**src/rtl/preproc_pkg.sv**
```systemverilog
// Shared constants, state/bank types and the zigzag scan table for the 8x8 block path.
package preproc_pkg;

    localparam int DEF_DATA_W = 12;
    localparam int BLK_N      = 8;
    localparam int BLK_SZ     = 64;

    typedef logic bank_t;

    typedef enum logic {
        S_IDLE,
        S_STREAM
    } state_t;

    // Scan index -> raster position (row*8 + col), standard JPEG order.
    localparam logic [5:0] ZIGZAG [BLK_SZ] = '{
        6'd0,  6'd1,  6'd8,  6'd16, 6'd9,  6'd2,  6'd3,  6'd10,
        6'd17, 6'd24, 6'd32, 6'd25, 6'd18, 6'd11, 6'd4,  6'd5,
        6'd12, 6'd19, 6'd26, 6'd33, 6'd40, 6'd48, 6'd41, 6'd34,
        6'd27, 6'd20, 6'd13, 6'd6,  6'd7,  6'd14, 6'd21, 6'd28,
        6'd35, 6'd42, 6'd49, 6'd56, 6'd57, 6'd50, 6'd43, 6'd36,
        6'd29, 6'd22, 6'd15, 6'd23, 6'd30, 6'd37, 6'd44, 6'd51,
        6'd58, 6'd59, 6'd52, 6'd45, 6'd38, 6'd31, 6'd39, 6'd46,
        6'd53, 6'd60, 6'd61, 6'd54, 6'd47, 6'd55, 6'd62, 6'd63
    };

endpackage

```
**src/rtl/block_bank.sv**
```systemverilog
// 8x8 sample store: one full row written per cycle, one element read combinationally.
module block_bank
    import preproc_pkg::*;
#(
    parameter int DATA_W = DEF_DATA_W
) (
    input  logic                    i_clk,
    input  logic                    wr_en,
    input  logic [2:0]              wr_row,
    input  logic [BLK_N*DATA_W-1:0] wr_data,
    input  logic [5:0]              rd_addr,
    output logic [DATA_W-1:0]       rd_data
);

    logic [DATA_W-1:0] mem [BLK_SZ];

    always_ff @(posedge i_clk) begin
        if (wr_en) begin
            for (int c = 0; c < BLK_N; c++) begin
                mem[{wr_row, c[2:0]}] <= wr_data[c*DATA_W +: DATA_W];
            end
        end
    end

    assign rd_data = mem[rd_addr];

endmodule

```
**src/rtl/block_serializer.sv**
```systemverilog
// Reassembles 8-lane row vectors into ping-pong 8x8 banks and replays each block one sample per handshake;
// first sample one edge after the 8th vector, overflow flagged (no upstream ready). ZIGZAG_SCAN_EN selects zigzag order.
module block_serializer
    import preproc_pkg::*;
#(
    parameter int DATA_W = DEF_DATA_W
) (
    input  logic              i_clk,
    input  logic              i_rst,
    input  logic              i_valid,
    input  logic [DATA_W-1:0] i_data0,
    input  logic [DATA_W-1:0] i_data1,
    input  logic [DATA_W-1:0] i_data2,
    input  logic [DATA_W-1:0] i_data3,
    input  logic [DATA_W-1:0] i_data4,
    input  logic [DATA_W-1:0] i_data5,
    input  logic [DATA_W-1:0] i_data6,
    input  logic [DATA_W-1:0] i_data7,
    input  logic              i_ready,
    output logic [DATA_W-1:0] o_data,
    output logic              o_valid,
    output logic              o_last,
    output logic              o_overflow,
    output logic              o_busy
);

    logic [1:0]              full;
    bank_t                   wr_bank;
    bank_t                   rd_bank;
    bank_t                   rd_bank_n;
    bank_t                   ld_bank;
    logic [2:0]              wr_row;
    state_t                  state;
    state_t                  state_n;
    logic [5:0]              idx;
    logic [5:0]              idx_n;
    logic [5:0]              ld_idx;
    logic [5:0]              rd_pos;
    logic                    valid_n;
    logic                    last_n;
    logic                    load;
    logic                    free;
    logic                    wr_ok;
    logic [1:0]              wr_en;
    logic [BLK_N*DATA_W-1:0] row_dat;
    logic [DATA_W-1:0]       bank_rd [2];

    assign row_dat = {i_data7, i_data6, i_data5, i_data4,
                      i_data3, i_data2, i_data1, i_data0};

    // A bank being released this cycle may take its row 0 in the same cycle.
    assign wr_ok    = i_valid && (!full[wr_bank] || (free && (rd_bank == wr_bank)));
    assign wr_en[0] = wr_ok && (wr_bank == 1'b0);
    assign wr_en[1] = wr_ok && (wr_bank == 1'b1);
    assign o_busy   = (|full) || (wr_row != 3'd0);

`ifdef ZIGZAG_SCAN_EN
    assign rd_pos = ZIGZAG[ld_idx];
`else
    assign rd_pos = ld_idx;
`endif

    block_bank #(.DATA_W(DATA_W)) u_bank0 (
        .i_clk   (i_clk),
        .wr_en   (wr_en[0]),
        .wr_row  (wr_row),
        .wr_data (row_dat),
        .rd_addr (rd_pos),
        .rd_data (bank_rd[0])
    );

    block_bank #(.DATA_W(DATA_W)) u_bank1 (
        .i_clk   (i_clk),
        .wr_en   (wr_en[1]),
        .wr_row  (wr_row),
        .wr_data (row_dat),
        .rd_addr (rd_pos),
        .rd_data (bank_rd[1])
    );

    always_comb begin
        state_n   = state;
        idx_n     = idx;
        rd_bank_n = rd_bank;
        ld_bank   = rd_bank;
        ld_idx    = idx;
        load      = 1'b0;
        free      = 1'b0;
        valid_n   = o_valid;
        last_n    = o_last;
        case (state)
            S_IDLE: begin
                if (full[rd_bank]) begin
                    load    = 1'b1;
                    ld_idx  = 6'd0;
                    idx_n   = 6'd0;
                    valid_n = 1'b1;
                    last_n  = 1'b0;
                    state_n = S_STREAM;
                end
            end
            S_STREAM: begin
                if (i_ready) begin
                    if (idx == 6'd63) begin
                        free      = 1'b1;
                        rd_bank_n = ~rd_bank;
                        last_n    = 1'b0;
                        if (full[~rd_bank]) begin
                            load    = 1'b1;
                            ld_bank = ~rd_bank;
                            ld_idx  = 6'd0;
                            idx_n   = 6'd0;
                        end else begin
                            valid_n = 1'b0;
                            state_n = S_IDLE;
                        end
                    end else begin
                        load   = 1'b1;
                        ld_idx = idx + 6'd1;
                        idx_n  = idx + 6'd1;
                        last_n = (idx == 6'd62);
                    end
                end
            end
            default: state_n = S_IDLE;
        endcase
    end

    always_ff @(posedge i_clk) begin
        if (i_rst) begin
            state   <= S_IDLE;
            idx     <= 6'd0;
            rd_bank <= 1'b0;
            o_data  <= '0;
            o_valid <= 1'b0;
            o_last  <= 1'b0;
        end else begin
            state   <= state_n;
            idx     <= idx_n;
            rd_bank <= rd_bank_n;
            o_valid <= valid_n;
            o_last  <= last_n;
            if (load) begin
                o_data <= bank_rd[ld_bank];
            end
        end
    end

    always_ff @(posedge i_clk) begin
        if (i_rst) begin
            wr_bank    <= 1'b0;
            wr_row     <= 3'd0;
            full       <= 2'b00;
            o_overflow <= 1'b0;
        end else begin
            if (free) begin
                full[rd_bank] <= 1'b0;
            end
            if (wr_ok) begin
                wr_row <= wr_row + 3'd1;
                if (wr_row == 3'd7) begin
                    full[wr_bank] <= 1'b1;
                    wr_bank       <= ~wr_bank;
                end
            end
            if (i_valid && !wr_ok) begin
                o_overflow <= 1'b1;
            end
        end
    end

endmodule
```
**config.mk**
```make
export PLATFORM = sky130hd
export DESIGN_NAME = block_serializer
export DESIGN_NICKNAME = d
export VERILOG_FILES = /design/src/rtl/preproc_pkg.sv /design/src/rtl/block_bank.sv /design/src/rtl/block_serializer.sv
export SDC_FILE = /design/constraint.sdc
export NUM_CORES = 2
export LEC_CHECK = 0
export CORE_ASPECT_RATIO = 0.7
export CORE_MARGIN = 5
export CORE_UTILIZATION = 45
export DETAILED_ROUTE_END_ITERATION = 12
export DONT_BUFFER_PORTS = 1
export PLACE_DENSITY = 0.58
export SLEW_MARGIN = 0
export SYNTH_ARGS = -nofsm -noshare
export SYNTH_HDL_FRONTEND = slang
export SYNTH_SLANG_ARGS = --single-unit
```
**constraint.sdc**
```tcl
create_clock -name i_clk -period 10 [get_ports i_clk]
set_input_delay 1 -clock i_clk [delete_from_list [all_inputs] [get_ports i_clk]]
set_output_delay 1 -clock i_clk [all_outputs]
set_load 0.02 [all_outputs]
```
==> summary.md <==
| Metric | Value |
|---|---|
| Status | `complete, no violations` |
| Unrepaired setup endpoints after global routing | `false` |
| Sink Count | `1565` |
| Vias in the first global route | `35900` |
| Worst-path clk slew | `0.07 ns` |
| WL final | `194 mm` |
| CTS Root Cell | `clkbuf_16` |
| Postcts setup bufs | `0` |
| Hold slack | `0.315 ns` |
| Pins Over Slew Limit | `0` |
| Fin Setup TNS | `0 ns` |
| Io pins | `116` |
| Sequential share of the synthesized area | `73.8%` |
| CP endpoint kind | `flop` |
| Vias per cell | `6.23` |
| Vias | `38000` |
| Synthesized Nets | `4276` |
| Max cap viols | `0` |
| Design internal power | `10.5 mW` |
| Commonest non-fill, non-tap cell in the layout | `edfxtp_1` |
| Worst hold path type | `input pin to flop` |
| Core Area | `140000 sq um` |
| Post-synth ARST share | `0%` |
| Die H | `324 um` |
| Final hold violations | `0` |
| Largest net degree at the start of global routing | `163` |
| Commonest cells after routing, fill and taps aside | `edfxtp_1, nand2_1, mux2i_1` |
| CTS tree | `yes` |
| Seq pwr share | `55.9%` |
| Slew margin rel. | `12.7%` |
| Cells on Worst Hold Path | `1` |
| Synth Instances | `4171` |
| Biggest area consumer among synthesized cells | `edfxtp_1` |
| Top cells by area, synth | `edfxtp_1, mux2i_1, nand2_1, a211oi_1, nor4b_1` |
| CTS Hold Bufs | `0` |
| DIE WIDTH | `458 um` |
| Routability-driven placement congestion ratio | `0.805` |
| Primary FF master, synth | `edfxtp_1` |
| Non-Filler Instances | `6096` |
| Leakage | `23.9 nW` |
| Worst Setup Start Kind | `flop` |
| Die area | `148000 sq um` |
| Switching Fraction | `19.7%` |
| Power per cell area | `187 nW/um^2` |
| DRC violations left | `0` |
| Row count | `115` |
| Worst reg-to-reg path cell count | `11` |
| Clock Power Share | `43.2%` |
| Min cycle time layout | `5.27 ns` |
| Comb power frac | `0.9%` |
| Area of the mapped netlist | `63300 sq um` |
| Crit share post-route | `52.7%` |
| Placed instance count | `5819` |
| H-Tree Depth | `4` |
| WL/cell | `31.8 um` |
| NetSw | `2.57 mW` |
| Worst endpoint required time | `10.65 ns` |
| Layout cells sized above 1 | `11.5%` |
| Worst slew pin tran | `1.31 ns` |
| Clk_skew | `0.0237 ns` |
| Fillers | `11800` |
| Pre-CTS WS | `4.82 ns` |
| Fmax achieved | `190 MHz` |
| Register area | `46700 sq um` |
| First-pass GRT wire length | `274 mm` |
| Post-synth EDFFs | `1536` |
| Number of DRC markers in iteration 0 | `4386` |
| Cts repair resizes | `0` |
| CP Class | `flop to flop` |
| NumNets Final | `4201` |
| #FFs+latches synth | `1565` |
| Multi-input logic area | `15300 sq um` |
| Port buffer count | `0` |
| Synth top area share | `72.9%` |
| Synth-to-Final Area Change | `10.5%` |
| Grt ovf | `0` |
| TritonRoute pass-1 iters | `5` |
| CP Max Fanout | `30` |
| Clock Path Buffers | `3` |
| Antenna Nets Post-Route | `0` |
| Post-synth cell types | `69` |
| Critical path arrival | `5.92 ns` |
| DP Wirelength | `107 mm` |
| Starting Density | `45.2%` |
| Tot GR Track Use | `25.8%` |
| Setup WS post-layout | `4.73 ns` |
| Clk_lat worst skew | `0.78 ns` |
| Finished Cell Area | `70000 sq um` |
| CTS buffer count | `147` |
| Setup violators final | `0` |
| VDD IR max | `144 uV` |
| Syn. warnings | `0` |
| Dpl cell area | `65200 sq um` |
| Syn Area/Cell | `15.2 sq um` |
| Initial antenna violation count | `9` |
through the flow:
stage | power, mW | util, %
global placement | 7.55 | 46.5
finish | 13.1 | 49.9
floorplan | 7.52 | -
CTS | 13.1 | 49.9
global route | 13.4 | 49.9
detailed placement | 7.56 | 46.5
kinds of logic (layout without fill, tap and decap cells):
kind of cell               after synthesis  in the layout  synth area share, %
xor gates and xnor gates                 3              3               0.0415
buffers and inverters                  320            364                 2.56
adders and majority gates                5              5               0.0988
AOI/OAI and AO/OA                      605            605                 6.95
DFF                                   1565           1565                 73.8
muxes                                  437            437                 7.15
and+or+nand+nor                       1236           1236                 9.42
other                                    0              9                    0
per-layer routing:
layer | vias to the layer above | routed length, um | global-route usage [%]
met4 | 0 | 4560 | 6.89
met2 | 1814 | 87100 | 39.5
li1 | 16200 | - | -
met3 | 238 | 18000 | 5.55
met5 | - | 0 | 0
met1 | 19700 | 84300 | 37.7
area by class of cell:
class	count	share of cell area [%]
Inverter	8	0.0429
Timing Repair Buffer	88	1.18
Antenna cell	9	0.0322
Sequential cell	1565	66.7
Tap cell	1872	3.35
Clock inverter	72	1.10
Clock buffer	196	5.73
Multi-Input combinational cell	2286	21.8
critical path, stage by stage, from the launching register on:
cell and delay (ns):
dfxtp_1 0.46, ha_1 0.45, inv_1 0.18, o31ai_2 0.59, nand3_1 0.27, nand2_4 0.32, buf_4 0.55, nand3_2 0.83
a211oi_1 1.13, o21ai_0 0.17, nand2_1 0.11, nor4_2 0.04
registers in the layout, indices dropped and copies added, names as in the netlist:
register     flops
idx              6
rd_bank          1
wr_row           3
u_bank1.mem    768
o_last           1
u_bank0.mem    768
o_data          12
o_valid          1
state            1
wr_bank          1
o_overflow       1
full             2
Yosys cell counts, types with 13 or more instances:
master,number
nor4_1,42
clkbuf_1,97
mux2_2,100
buf_1,45
a211oi_1,166
o21ai_1,13
dfxtp_1,29
nor2_1,67
o22ai_1,16
nor4b_1,138
buf_6,19
edfxtp_1,1536
buf_2,117
a21oi_1,83
a31o_2,22
a311oi_1,117
nand2_1,687
buf_4,34
nand3_1,185
mux2_1,19
a31oi_1,48
mux2i_1,317
nor3_1,68
o21ai_0,54
nand4_1,15
power by group through the flow:
stage	Combinational, mW	Clock [mW]	Sequential, mW
floorplan	0.0729	0	7.45
global placement	0.118	0	7.44
detailed placement	0.119	0	7.44
CTS	0.120	5.71	7.30
global route	0.126	6.02	7.30
finish	0.119	5.64	7.29
worst paths after layout:
check	startpoint	endpoint	slack (ns)
worst max-delay path	idx[1]	o_data[9]	4.73
worst min register to register	wr_row[1]	wr_row[1]	0.52
worst max register to register	idx[1]	o_data[9]	4.73
worst min-delay path	i_rst	wr_row[2]	0.31
Power figures use the tool's default switching activity.
